File: config.mk
export PLATFORM = sky130hd
export DESIGN_NAME = mdu_iter
export DESIGN_NICKNAME = d
export VERILOG_FILES = /design/src/rtl/rv_mdu_pkg.sv /design/src/rtl/mdu_iter.sv
export SDC_FILE = /design/constraint.sdc
export NUM_CORES = 1
export LEC_CHECK = 0
export ABC_AREA = 1
export CORE_UTILIZATION = 45
export DETAILED_ROUTE_END_ITERATION = 8
export MAX_ROUTING_LAYER = met4
export PLACE_DENSITY = 0.75
export SYNTH_ARGS = -nofsm -noshare
export SYNTH_HDL_FRONTEND = slang
export SYNTH_SLANG_ARGS = --single-unit
File: constraint.sdc
create_clock -name clk -period 4.4 [get_ports clk]
set_clock_uncertainty 0.2 [all_clocks]
set_input_delay 0.88 -clock clk [delete_from_list [all_inputs] [get_ports clk]]
set_output_delay 0.88 -clock clk [all_outputs]
set_load 0.01 [all_outputs]
File: src/rtl/rv_mdu_pkg.sv
// Shared definitions for the iterative RV32M multiply/divide unit:
// operand width, funct3 encodings, FSM state type and op-class helper.
package rv_mdu_pkg;

    localparam int unsigned XLEN = 32;

    localparam logic [2:0] F3_MUL    = 3'b000;
    localparam logic [2:0] F3_MULH   = 3'b001;
    localparam logic [2:0] F3_MULHSU = 3'b010;
    localparam logic [2:0] F3_MULHU  = 3'b011;
    localparam logic [2:0] F3_DIV    = 3'b100;
    localparam logic [2:0] F3_DIVU   = 3'b101;
    localparam logic [2:0] F3_REM    = 3'b110;
    localparam logic [2:0] F3_REMU   = 3'b111;

    typedef enum logic [1:0] {
        ST_IDLE = 2'd0,
        ST_CALC = 2'd1,
        ST_FIN  = 2'd2
    } state_t;

    // Divide and remainder ops all have funct3[2] set.
    function automatic logic is_div(input logic [2:0] f3);
        return f3[2];
    endfunction

endpackage

File: src/rtl/mdu_iter.sv
// Iterative RV32M multiply/divide unit.
// Accepts an op on start (IDLE only), runs 32 shift-add or restoring-divide
// steps on operand magnitudes, applies the sign fix-up and pulses done.
// Ports:
//   clk, rst_n     clock, asynchronous active-low reset
//   start          request, honoured only in IDLE
//   funct3         RV32M operation select
//   src_a, src_b   rs1 / rs2 operands
//   busy           operation in flight (CALC or FIN)
//   done           one-cycle pulse, result valid
//   result         registered result, held until the next completion
module mdu_iter
    import rv_mdu_pkg::*;
(
    input  logic            clk,
    input  logic            rst_n,
    input  logic            start,
    input  logic [2:0]      funct3,
    input  logic [XLEN-1:0] src_a,
    input  logic [XLEN-1:0] src_b,
    output logic            busy,
    output logic            done,
    output logic [XLEN-1:0] result
);

    localparam int unsigned AW = 2 * XLEN;
    localparam int unsigned CW = 5;

    state_t            state, state_nxt;
    logic [CW-1:0]     cnt;
    logic [2:0]        op;
    logic              sign_a, sign_b;
    logic [AW-1:0]     acc;     // multiply {hi, multiplier}; divide {remainder, quotient}
    logic [XLEN-1:0]   opb;     // multiplicand / divisor magnitude

    // Operand classification at acceptance.
    logic            sa_c, sb_c, div_zero_c, div_ovf_c, special_c;
    logic [XLEN-1:0] mag_a_c, mag_b_c;

    always_comb begin
        sa_c       = (funct3 != F3_MULHU) && (funct3 != F3_DIVU) && (funct3 != F3_REMU);
        sb_c       = (funct3 == F3_MUL) || (funct3 == F3_MULH) ||
                     (funct3 == F3_DIV) || (funct3 == F3_REM);
        mag_a_c    = (sa_c && src_a[XLEN-1]) ? -src_a : src_a;
        mag_b_c    = (sb_c && src_b[XLEN-1]) ? -src_b : src_b;
        div_zero_c = is_div(funct3) && (src_b == '0);
        div_ovf_c  = ((funct3 == F3_DIV) || (funct3 == F3_REM)) &&
                     (src_a == {1'b1, {(XLEN-1){1'b0}}}) && (src_b == '1);
        special_c  = div_zero_c || div_ovf_c;
    end

    // One multiply step: conditional add into the high half, then shift right.
    logic [XLEN:0]   mul_sum;
    logic [AW-1:0]   mul_acc;
    // One restoring divide step on the left-shifted remainder.
    logic [XLEN:0]   rem_sh;
    logic            div_ge;
    logic [AW-1:0]   div_acc;

    always_comb begin
        mul_sum = {1'b0, acc[AW-1:XLEN]} + (acc[0] ? {1'b0, opb} : '0);
        mul_acc = {mul_sum, acc[XLEN-1:1]};
        rem_sh  = {acc[AW-1:XLEN], acc[XLEN-1]};
        div_ge  = rem_sh >= {1'b0, opb};
        div_acc = {(div_ge ? (rem_sh[XLEN-1:0] - opb) : rem_sh[XLEN-1:0]),
                   acc[XLEN-2:0], div_ge};
    end

    // Sign fix-up and result select.
    logic [AW-1:0]   prod_c;
    logic [XLEN-1:0] quo_c, rem_c, fin_c;

    always_comb begin
        prod_c = (sign_a ^ sign_b) ? -acc : acc;
        quo_c  = (sign_a ^ sign_b) ? -acc[XLEN-1:0] : acc[XLEN-1:0];
        rem_c  = sign_a ? -acc[AW-1:XLEN] : acc[AW-1:XLEN];
        case (op)
            F3_MUL:                       fin_c = prod_c[XLEN-1:0];
            F3_MULH, F3_MULHSU, F3_MULHU: fin_c = prod_c[AW-1:XLEN];
            F3_DIV, F3_DIVU:              fin_c = quo_c;
            default:                      fin_c = rem_c;
        endcase
    end

    // State register.
    always_ff @(posedge clk or negedge rst_n) begin
        if (!rst_n) state <= ST_IDLE;
        else        state <= state_nxt;
    end

    // Next-state logic.
    always_comb begin
        state_nxt = state;
        case (state)
            ST_IDLE: if (start) state_nxt = special_c ? ST_FIN : ST_CALC;
            ST_CALC: if (cnt == CW'(31)) state_nxt = ST_FIN;
            ST_FIN:  state_nxt = ST_IDLE;
            default: state_nxt = ST_IDLE;
        endcase
    end

    // Datapath and registered outputs.
    always_ff @(posedge clk or negedge rst_n) begin
        if (!rst_n) begin
            cnt    <= '0;
            op     <= F3_MUL;
            sign_a <= 1'b0;
            sign_b <= 1'b0;
            acc    <= '0;
            opb    <= '0;
            busy   <= 1'b0;
            done   <= 1'b0;
            result <= '0;
        end else begin
            busy <= (state_nxt != ST_IDLE);
            done <= (state == ST_FIN);
            case (state)
                ST_IDLE: begin
                    if (start) begin
                        op  <= funct3;
                        cnt <= '0;
                        opb <= mag_b_c;
                        if (div_zero_c) begin
                            // Quotient all-ones, remainder = dividend, no fix-up.
                            sign_a <= 1'b0;
                            sign_b <= 1'b0;
                            acc    <= {src_a, {XLEN{1'b1}}};
                        end else if (div_ovf_c) begin
                            // Overflow: quotient = most-negative, remainder 0.
                            sign_a <= 1'b0;
                            sign_b <= 1'b0;
                            acc    <= {{XLEN{1'b0}}, src_a};
                        end else begin
                            sign_a <= sa_c && src_a[XLEN-1];
                            sign_b <= sb_c && src_b[XLEN-1];
                            acc    <= {{XLEN{1'b0}}, mag_a_c};
                        end
                    end
                end
                ST_CALC: begin
                    acc <= is_div(op) ? div_acc : mul_acc;
                    cnt <= cnt + CW'(1);
                end
                ST_FIN: begin
                    result <= fin_c;
                end
                default: ;
            endcase
        end
    end

endmodule

Word level (Yosys, flattened, before mapping)
Cells that the tools add are included.
{ "totals": {"reg_bits": 142, "word_cells": 82, "output_inout_bits": 34, "input_bits": 70} }
{ "classes": {"eq_ne": 17, "muxes": 23, "bitwise": 1, "addsub": 8, "n_reduce_logical": 22, "n_lt_le_gt_ge": 1} }
{ "ops": {"columns": ["cell", "n"], "rows": [
  ["2-to-1 mux 64 bit", 4],
  ["2-to-1 mux 32 bit", 7],
  ["negation 32 bit", 4],
  ["one-hot mux 64 bit (2 select lines)", 1],
  ["one-hot mux 32 bit (3 select lines)", 1],
  ["== test 32 bit (second input constant)", 2],
  ["negation 64 bit", 1],
  ["adder 32 x 32 -> 33 bit", 1],
  ["greater-or-equal comparator 33 x 32 -> 1 bit", 1],
  ["zero test 32 bit", 1],
  ["subtractor 32 bit", 1],
  ["== test 3 bit (second input constant)", 4],
  ["one-hot mux 5 bit (2 select lines)", 1],
  ["logical AND 1 bit", 7],
  ["== test 3 x 1 -> 1 bit (second input constant)", 2],
  ["== test 3 x 2 -> 1 bit (second input constant)", 2],
  ["zero test 3 bit", 2],
  ["2-to-1 mux 2 bit", 3],
  ["inequality test 3 bit (second input constant)", 2],
  ["adder 5 x 1 -> 5 bit (second input constant)", 1],
  ["== test 5 bit (second input constant)", 1],
  ["logical OR 1 bit", 5],
  ["2-to-1 mux 5 bit", 1],
  ["2-to-1 mux 1 bit", 4],
  ["11 further kinds", 13]
]} }

Logic depth before layout (Yosys ltp)
Gate-level depths: netlist (run 1).
{ "logic_depth": {"ltp_word": 9, "depth_mapped": 20, "depth_no_buf": 18} }

Worst setup path after synthesis (run 1)
No wires, ideal clock.
{ "synth_path": {"kind": "register -> register", "from": "reg acc[0]", "to": "reg acc[53]", "setup_ns": 0.119, "path_buffers": 2, "required_ns": 4.081, "path_stages_with_launch": 20, "t_arrival_ns": 2.442, "synth_period_minus_slack_ns": 2.761, "setup_slack_ns": 1.639, "path_cell_list": "dfrtp_1 buf_6 clkbuf_1 nand2_1 inv_1 ha_1 fa_1 nand3_1 nand2_1 nand2_1 nand2_1 nand3_1 nand2_1 nand2_1 nand2_1 or2_2 nand3_1 nand2_1 nand2_1 nand2_1"} }
{ "synth_via": {"elab_chain_cells": 4} }
{ "synth_rtl": {"columns": ["item", "line", "rtl"], "rows": [
  ["start, declared", "mdu_iter.sv:33", "logic [AW-1:0] acc;"],
  ["start signal, assigned", "mdu_iter.sv:127", "acc <= {src_a, {XLEN{1'b1}}};"],
  ["start signal, assigned", "mdu_iter.sv:132", "acc <= {{XLEN{1'b0}}, src_a};"],
  ["start signal, assigned", "mdu_iter.sv:136", "acc <= {{XLEN{1'b0}}, mag_a_c};"],
  ["2-to-1 mux 32 bit", "mdu_iter.sv:61", "mul_sum = {1'b0, acc[AW-1:XLEN]} + (acc[0] ? {1'b0, opb} : '0);"],
  ["adder 32 x 32 -> 33 bit", "mdu_iter.sv:61", null],
  ["2-to-1 mux 64 bit", "mdu_iter.sv:141", "acc <= is_div(op) ? div_acc : mul_acc;"],
  ["one-hot mux 64 bit (2 select lines)", "mdu_iter.sv:117", "case (state)"]
]} }
Every way passes these cells.
A chain may end at the register's enable or synchronous reset.

Worst setup path in the final report (run 1)
{ "layout_path": {"from": "reg acc[0]", "to": "reg acc[51]"} }
Same word-level chain as after synthesis.

==> results of run 1 <==
==> registers in the layout, indices dropped and copies added (netlist names) <==
name    flops
result     32
op          3
cnt         5
acc        64
done        1
busy        1
sign_b      1
opb        32
state       2
sign_a      1
==> cells in the mapped netlist, types with 12 or more instances <==
| cell | instances |
|---|---|
| a21oi_1 | 214 |
| a31oi_1 | 15 |
| buf_2 | 16 |
| clkbuf_1 | 68 |
| dfrtp_1 | 142 |
| ha_1 | 71 |
| inv_1 | 432 |
| nand2_1 | 890 |
| nand3_1 | 302 |
| nand3b_1 | 16 |
| nand4_1 | 56 |
| nor2_1 | 391 |
| nor3_1 | 51 |
| nor4_1 | 12 |
| o211ai_1 | 18 |
| o21ai_0 | 203 |
| o21ai_1 | 12 |
| xor2_1 | 73 |
==> layout by cell type, fill, tap and decap left out, types with 4 or more instances in the layout <==
master | netlist | routed
nand2_1 | 890 | 890
inv_1 | 432 | 432
nor2_1 | 391 | 388
nand3_1 | 302 | 301
a21oi_1 | 214 | 214
o21ai_0 | 203 | 203
dfrtp_1 | 142 | 140
clkdlybuf4s50_1 | 0 | 102
xor2_1 | 73 | 73
ha_1 | 71 | 71
nand4_1 | 56 | 56
nor3_1 | 51 | 51
buf_4 | 4 | 49
o211ai_1 | 18 | 18
clkbuf_16 | 0 | 17
nand3b_1 | 16 | 16
a31oi_1 | 15 | 15
nor4_1 | 12 | 12
nor2_2 | 11 | 12
o21ai_1 | 12 | 12
or2_2 | 9 | 9
xnor2_1 | 9 | 9
inv_2 | 6 | 6
o21bai_1 | 6 | 6
a22oi_1 | 6 | 6
nor3_2 | 5 | 5
inv_6 | 1 | 5
diode_2 | 0 | 4
nor2_4 | 2 | 4
nand3_2 | 3 | 4
nand2_2 | 4 | 4
o32ai_1 | 4 | 4
==> metrics by stage <==
step / instance area (um2) / power (mW) / utilization (%) / setup slack, ns
after floorplan: 17500 / 11.01 / - / 1.639
after global routing: 19680 / 18.77 / 51.89 / 0.8068
after global placement: 19100 / 15.30 / 50.36 / 0.6389
final: 19680 / 17.51 / 51.89 / 0.9323
after CTS: 19670 / 17.01 / 51.87 / 1.026
after detailed placement: 19100 / 15.43 / 50.36 / 0.5593
==> final cells by class <==
class	instances	area (um2)	share of cell area, %
antenna	4	10.01	0.05085
multi-input combinational	2413	11800	59.97
timing repair buffer	154	1440	7.316
tap	511	639.4	3.248
inverter	442	1664	8.454
clock buffer	19	432.9	2.199
sequential	142	3556	18.07
clock inverter	12	137.6	0.6992
==> worst max-delay path: stages (launching register included) <==
cell,delay (ns)
dfrtp_2,0.63
nand2_1,0.14
inv_1,0.05
ha_1,0.24
fa_1,0.47
nand3_1,0.10
nand2_1,0.11
nand2_1,0.11
nand3_1,0.26
nand2_1,0.14
nand2_1,0.18
nand2_1,0.13
nand2_1,0.06
nand2_1,0.06
nand3_1,0.14
nand3_1,0.23
a21oi_1,0.09
==> final timing paths <==
kind	start	to	slack, ns
min in group asynchronous	rst_n	acc[59]	0.29
max in group asynchronous	rst_n	acc[19]	2.99
worst min-delay path	result[15]	result[15]	0.28
worst max register to register	acc[0]	acc[51]	0.93
worst min register to register	result[15]	result[15]	0.28
worst max-delay path	acc[0]	acc[51]	0.93
==> per-layer routing <==
layer  track usage [%]  vias up
li1                  -    10170
met1             58.72    10070
met2             58.30     1368
met3             11.43      196
met4             15.67        0
met5                 -        -
==> kinds of logic after synthesis <==
family,after synthesis
AND/OR/NAND/NOR,1763
buffers and inverters,544
AO/OA/AOI/OAI,495
flip-flops,142
XOR/XNOR,82
adder cells (fa/ha/maj),73
==> power breakdown <==
group	internal (mW)	switching (mW)
registers	1.93	0.966
clock network	0.838	0.687
logic	4.08	9.01
total	6.85	10.7
==> flow_summary.toml, run 1 <==
[timing]
hold_viol_final = 0
finalSetupViolations = 0
timing.final.max_slew_violations = 0
fmax_ghz = 0.2884
whs_ns = 0.2798
worst_slew_pin_slew_ns = 0.9337
rsz0062_at_grt = "false"
min_period_over_period_pct = 78.81
final.setup.tns_ns = 0
relSlewSlack_pct = 37.75
finalCriticalPeriod_ns = 3.468

[detailed_routing]
top_layer_used = "met4"
met2_length_mm = 32.17
wl_mm = 80.89
wl_per_cell_um = 21.88
wl_met3_mm = 10.31
vias_per_cell = 5.896
num_vias = 21800
drtIter0Drc = 2750
dr.pass1.iters = 6
wirelength_met1_mm = 35.09
drc_errors = 0
postRouteAntennaNets = 0

[synthesis]
synth_top_area_share_pct = 20.30
synth_xor_area_share_pct = 4.103
synth-simple-area-share_pct = 42.83
async_flop_share_pct = 100.0
yosys_warnings = 0
ys_seq_area_share_pct = 20.30
avgSynthCellArea_um2 = 5.648
synthMuxAreaShare_pct = 0
synth_area_um2 = 17500
synth_edf_count = 0
synth_compound_area_share_pct = 15.08
synth_nets = 3242
ys_ff_latch = 142
syn_inst = 3099
synth-adder-area-share_pct = 5.304
yosys-top-cells-area = "dfrtp_1 (20%), nand2_1 (19%), inv_1 (9.3%)"
synth.distinct_cells = 57
yosys.area.top_type = "dfrtp_1"
synth_top_family_by_area = "simple AND/OR/NAND/NOR gates"
dominantRegCellSynth = "dfrtp_1"

[setup_path]
crit_type = "register to register"
required_ns = 4.55
critPathMaxFanout = 18
end_kind = "register"
worstPathArrival_ns = 3.61
ff2ff_path_depth = 16
startpoint_type = "register"

[global_routing]
track_usage_pct = 42.46
grt_pass1_wl_mm = 121.2
antenna_found_initial = 5
grt-ovfl-total = 0
grt_pass1_vias = 19920
grt_max_degree = 82

[die]
die_x_um = 199.2
num_io_pins = 104
dieArea_um2 = 39690
rows = 71
start_util_pct = 46.14
core_um2 = 37930
die_h_um = 199.2

[clock_network]
numCtsBuffers = 17
cts_resized = 0
clkLatencyLatePin_ns = 0.47
htree_levels = 4
postCtsHoldBufs = 0
clkTransAtPathRegs_ns = 0.07
cts_setup_buffers = 0
cts_tree = "yes"
cts_sinks = 142
cts_root_buf = "clkbuf_16"
cts_buffer_depth = 2

[placed_design]
portBuffers = 103
dp.cells = 3662
place.gp.congestion = 1.137
dpl.hpwl_mm = 64.44

[finish]
n_fill_cell = 4087
drive_above_1_share_pct = 4.274
final_nets = 3313
fin_cells = 3697
area_growth_pct = 12.46

[power_and_ir_drop]
peakVddDrop_v = 0.0005587
power_density_nw_per_um2 = 889.6
leakage_nw = 9.890

[flow_run]
max_cap_violations = 0

[outcome]
status = "finished, final reports clean"

[hold_path]
whs_path_depth = 2
hold_class = "register to register"
Note: power is estimated with default switching activity, not from simulation.
==> run 2, diff against run 1 <==
==> constraint.sdc (replaced) <==
create_clock -name clk -period 3.2 [get_ports clk]
set_clock_uncertainty 0.2 [all_clocks]
set_input_delay 0.64 -clock clk [delete_from_list [all_inputs] [get_ports clk]]
set_output_delay 0.64 -clock clk [all_outputs]
set_load 0.01 [all_outputs]
==> flow_summary.toml, run 2 (same netlist as run 1, synthesis figures left out) <==
[outcome]
status = "finished, final reports clean"

[clock_network]
numCtsBuffers = 17
cts_root_buf = "clkbuf_16"
clkTransAtPathRegs_ns = 0.08
cts_sinks = 142
cts_tree = "yes"
clkLatencyLatePin_ns = 0.46
cts_buffer_depth = 2
htree_levels = 4

[global_routing]
grt_pass1_wl_mm = 128.5
antenna_found_initial = 1
track_usage_pct = 45.00
grt_pass1_vias = 20950
grt_max_degree = 83
grt-ovfl-total = 0

[die]
die_h_um = 199.2
num_io_pins = 104
die_x_um = 199.2
start_util_pct = 46.14
dieArea_um2 = 39690
rows = 71
core_um2 = 37930

[setup_path]
crit_type = "register to register"
ff2ff_path_depth = 18
critPathMaxFanout = 12
ff2ff_setup_slack_ns = 0.13
required_ns = 3.40
startpoint_type = "register"
reg2reg_from = "acc[0]"
end_kind = "register"
reg2reg_to = "acc[52]"
worstPathArrival_ns = 3.27

[finish]
top_register = "acc"
largest_register_ffs = 64
final_common_cell = "nand2_1"
layout_common_cells = "nand2_1 (886), inv_1 (430), nor2_1 (384), nand3_1 (301), buf_4 (217)"
final_nets = 3491
design_area_um2 = 21230
multi_input_area_um2 = 11870
n_fill_cell = 3975
area_growth_pct = 21.27
regArea_um2 = 3560
utilization_pct = 55.96
drive_above_1_share_pct = 9.997
reg.largest.list = "acc x64, opb x32, result x32"

[detailed_routing]
dr.pass1.iters = 7
postRouteAntennaNets = 0
vias_per_cell = 5.892
num_vias = 22830
drc_errors = 0
drtIter0Drc = 3380
wl_per_cell_um = 22.12
wl_mm = 85.69

[timing]
fmax_ghz = 0.3253
hold_viol_final = 0
worst_slew_pin_slew_ns = 0.8355
finalCriticalPeriod_ns = 3.074
timing.final.max_slew_violations = 0
whs_ns = 0.2766
timing.final.ws_setup_ns = 0.1262
finalSetupViolations = 0
min_period_over_period_pct = 96.06
relSlewSlack_pct = 44.22
rsz0062_at_grt = "true"

[placed_design]
place.gp.congestion = 1.103
pre_cts_slack_ns = 0.02693
dpl.hpwl_mm = 69.27
postPlaceCellArea_um2 = 20540
portBuffers = 103

[flow_run]
max_cap_violations = 0

[hold_path]
hold_start = "result[23]"
hold_class = "register to register"
whs_path_depth = 2
hold_path_end = "result[23]"

[power_and_ir_drop]
total_power_mw = 27.03
power_density_nw_per_um2 = 1274
peakVddDrop_v = 0.0005786
leakage_nw = 10.83
run 2: timing repair:
item | in CTS | in global routing
hold endpoints to repair | 33 | 0
buffers inserted | 0 | 0
setup endpoints to repair | 0 | 15
hold buffers | 1 | 0
resized for setup | 0 | 24
run 2: worst max-delay path by stage:
stage	slack, ns	from	cells after the start	to
4_1_cts	0.14	acc[0]	18	acc[50]
6_report	0.13	acc[0]	18	acc[52]
3_3_place_gp	0.13	src_b[0]	14	acc[46]
2_1_floorplan	0.44	acc[0]	19	acc[53]
3_5_place_dp	0.03	src_b[0]	12	acc[43]
5_1_grt	-0.05	opb[28]	18	acc[61]
run 2: per-stage QoR:
stage          cells  setup TNS, ns
4_1_cts         3872              0
2_1_floorplan   3099              0
5_1_grt         3873       -0.04862
3_3_place_gp    3839              0
3_5_place_dp    3839              0
6_report        3874              0
run 2: final cells by class:
class	instances	area share (%)
flip-flops and latches	142	16.77
diodes	2	0.02358
well taps	511	3.012
clock buffers	17	2.004
clock inverters	15	0.8194
inverters	442	7.840
repair buffers	332	13.62
multi-input cells	2413	55.91
run 2: layer usage:
metal / track usage [%] / vias up / part of all wire, %
li1: - / 10510 / -
met1: 62.20 / 10430 / 42
met2: 61.54 / 1652 / 39
met3: 11.54 / 231 / 14
met4: 18.23 / 0 / 4.8
met5: - / - / 0
run 2: where the power goes:
group          switching, mW  internal [mW]  total (mW)
registers               1.19           2.66        3.85
logic                   13.8           7.24        21.1
clock network          0.951           1.18        2.13
total                   16.0           11.1        27.0
run 2: critical path: stages, from the launching register on:
cell and delay [ns]:
dfrtp_1 0.42, buf_12 0.16, buf_12 0.13, buf_12 0.13, nand2_1 0.05, inv_1 0.05, ha_1 0.39, nand2_1 0.21
nor2_1 0.29, nand2_1 0.08, inv_1 0.11, nand3_1 0.11, nand3_1 0.11, nand2_1 0.07, nand3_1 0.07, nand2_1 0.14
nor2_1 0.15, nor2_1 0.05, nor2_1 0.09
==> edit, RTL diff (config.mk and constraints of run 2) <==
Remove the register `busy`: a continuous assignment takes its place, so the output `busy` follows one clock earlier.
--- a/src/rtl/mdu_iter.sv
+++ b/src/rtl/mdu_iter.sv
@@ -109,9 +109,7 @@
             acc    <= '0;
             opb    <= '0;
-            busy   <= 1'b0;
             done   <= 1'b0;
             result <= '0;
         end else begin
-            busy <= (state_nxt != ST_IDLE);
             done <= (state == ST_FIN);
             case (state)
@@ -150,4 +148,6 @@
     end
 
+    assign busy = (state_nxt != ST_IDLE);
+
 endmodule
 
Formal check against the unedited RTL: not equivalent (a bounded check fails within 4 cycles, from zero or initial values and one cycle with rst_n low).
==> edit against run 2 <==
- cell area fell by 1.3%
- clock power decreased by 6%
- sequential cell count fell by 1
- setup slack got worse by 0.012 ns
- wire length down 6.9%
- total power shrank 9.3%
- area after synthesis rose by 1.5%
- sequential share of layout area is 0.089 points higher
- largest cell class unchanged
- highest routed layer unchanged
==> edit: results <==
{
  "top_register": "acc",
  "cts_setup_buffers": 0,
  "synth_common_cells": "nand2_1 (848), inv_1 (435), nor2_1 (373)",
  "min_path_type": "flop to flop",
  "dr.pass1.iters": 6,
  "wl_mm": 79.8,
  "nets": 3446,
  "intPower_mw": 9.80,
  "async_reset_ff_share_pct": 100,
  "outcome": "finished clean",
  "reg_top3": "acc (64), opb (32), result (32)",
  "cts_buffers": 17,
  "grt_pass1_vias": 20100,
  "clkTransAtPathRegs_ns": 0.07,
  "grt_max_degree": 99,
  "clkLatencyLatePin_ns": 0.47,
  "drv_cap": 0,
  "max-slew-margin-rel_pct": 45.9,
  "cpPeakStageDelay_ns": 0.40,
  "vias": 21900,
  "synth_area_leaders": "dfrtp_1 (20%), nand2_1 (18%), inv_1 (9.2%), nand3_1 (8.5%), nor2_1 (7.9%)",
  "synth_nets": 3258,
  "first_iter_violations": 3019,
  "finalSetupViolCount": 0,
  "slowest_stage": "dfrtp_1",
  "synth_top_flop_cell": "dfrtp_1",
  "yosys_warnings": 0,
  "dpl.hpwl_mm": 64.4,
  "gp_congestion": 1.11,
  "grt_usage_pct": 41.0,
  "htreeDepth": 4,
  "synth_cell_type_count": 55,
  "p_leak_nw": 10.6,
  "antenna_found_initial": 1,
  "cts.path.max_buffers": 2,
  "grt_pass1_wl_mm": 122,
  "path_delay_family": "simple AND/OR/NAND/NOR gates",
  "synth.yosys.seq_area_share_pct": 19.9,
  "cp_max_fo": 15,
  "layout-drive-gt1-share_pct": 9.71,
  "arrival_ns": 3.25,
  "peakVddDrop_mv": 1.10,
  "numPortBuffers": 103,
  "root_buffer": "clkbuf_16"
}
[edit: changes by cell type in the layout (fill, tap and decap cells not counted), sizes merged, moves of 6 or more]
cell          run 2  this run
a21oi           214       206
buf             229       175
inv             447       458
nand2           895       871
nand3           305       316
nand4            57        70
nor2            404       390
o21ai           217       236
xor2             73        79
[edit: path summary, 6_finish.rpt]
| kind | start | to | slack, ns | depth (start not counted) |
|---|---|---|---|---|
| worst max-delay path | acc[0]$_DFFE_PN0P_ | acc[48]$_DFFE_PN0P_ | 0.11 | 15 |
| worst min-delay path | result[27]$_DFFE_PN0P_ | result[27]$_DFFE_PN0P_ | 0.27 | 2 |
| worst max register to register | acc[0]$_DFFE_PN0P_ | acc[48]$_DFFE_PN0P_ | 0.11 | 15 |
| worst min register to register | result[27]$_DFFE_PN0P_ | result[27]$_DFFE_PN0P_ | 0.27 | 2 |
| max in group asynchronous | rst_n | opb[10]$_DFFE_PN0P_ | 1.62 | 3 |
| min in group asynchronous | rst_n | result[5]$_DFFE_PN0P_ | 0.45 | 2 |
[edit: cell families after synthesis]
kind of cell	synth area share, %
AND/OR/NAND/NOR	42.8
buffers and inverters	12.5
AO/OA/AOI/OAI	15.1
flip-flops	19.9
XOR/XNOR	4.49
adder cells (fa/ha/maj)	5.23
[edit: per-layer routing]
layer,GRT usage [%],share of wire [%]
met1,57.7,43
met3,8.46,12
met4,14.9,4.2
met2,57.2,40
met5,-,0
[edit: final cells by class]
class                           instances  area (sq um)
Sequential cell                       141          3530
Antenna cell                            2          5.00
Clock buffer                           19           443
Multi-Input combinational cell       2408         12000
Fill cell                            4095         17900
Tap cell                              518           648
Inverter                              457          1720
Clock inverter                         12           114
Timing Repair Buffer                  278          2440
[edit: worst reg2reg max path, delay by kind of cell (launching register included)]
kind            cells  cell delay, ns
flops               1            0.40
fa+ha+maj           1            0.33
buf+inv             5            0.58
simple gates        6            0.96
compound gates      3            0.51
[edit: metrics by stage]
stage	cell area, sq um	worst slack (ns)	std cells	util, %	hold WS, ns
final	20900	0.115	3835	53.9	0.275
after global routing	20900	0.0170	3834	53.9	0.304
after CTS	20900	0.219	3832	53.9	0.283
after detailed placement	20300	0.0251	3800	52.4	0.266
after global placement	20300	0.111	3800	52.4	0.263
after floorplan	17800	0.763	3115	-	0.144
[edit: power groups by stage]
stage / Clock [mW] / Sequential, mW / Combinational [mW]
3_3_place_gp: 0 / 3.42 / 18.2
4_1_cts: 2.02 / 3.39 / 18.4
2_1_floorplan: 0 / 3.02 / 11.8
5_1_grt: 2.08 / 3.47 / 20.7
3_5_place_dp: 0 / 3.42 / 18.3
6_report: 2.00 / 3.46 / 19.0
[edit: timing repair]
item,CTS,global route
hold buffers,1,0
setup endpoints to repair,0,2
resized for setup,0,5
endpoints found under the hold margin,31,0
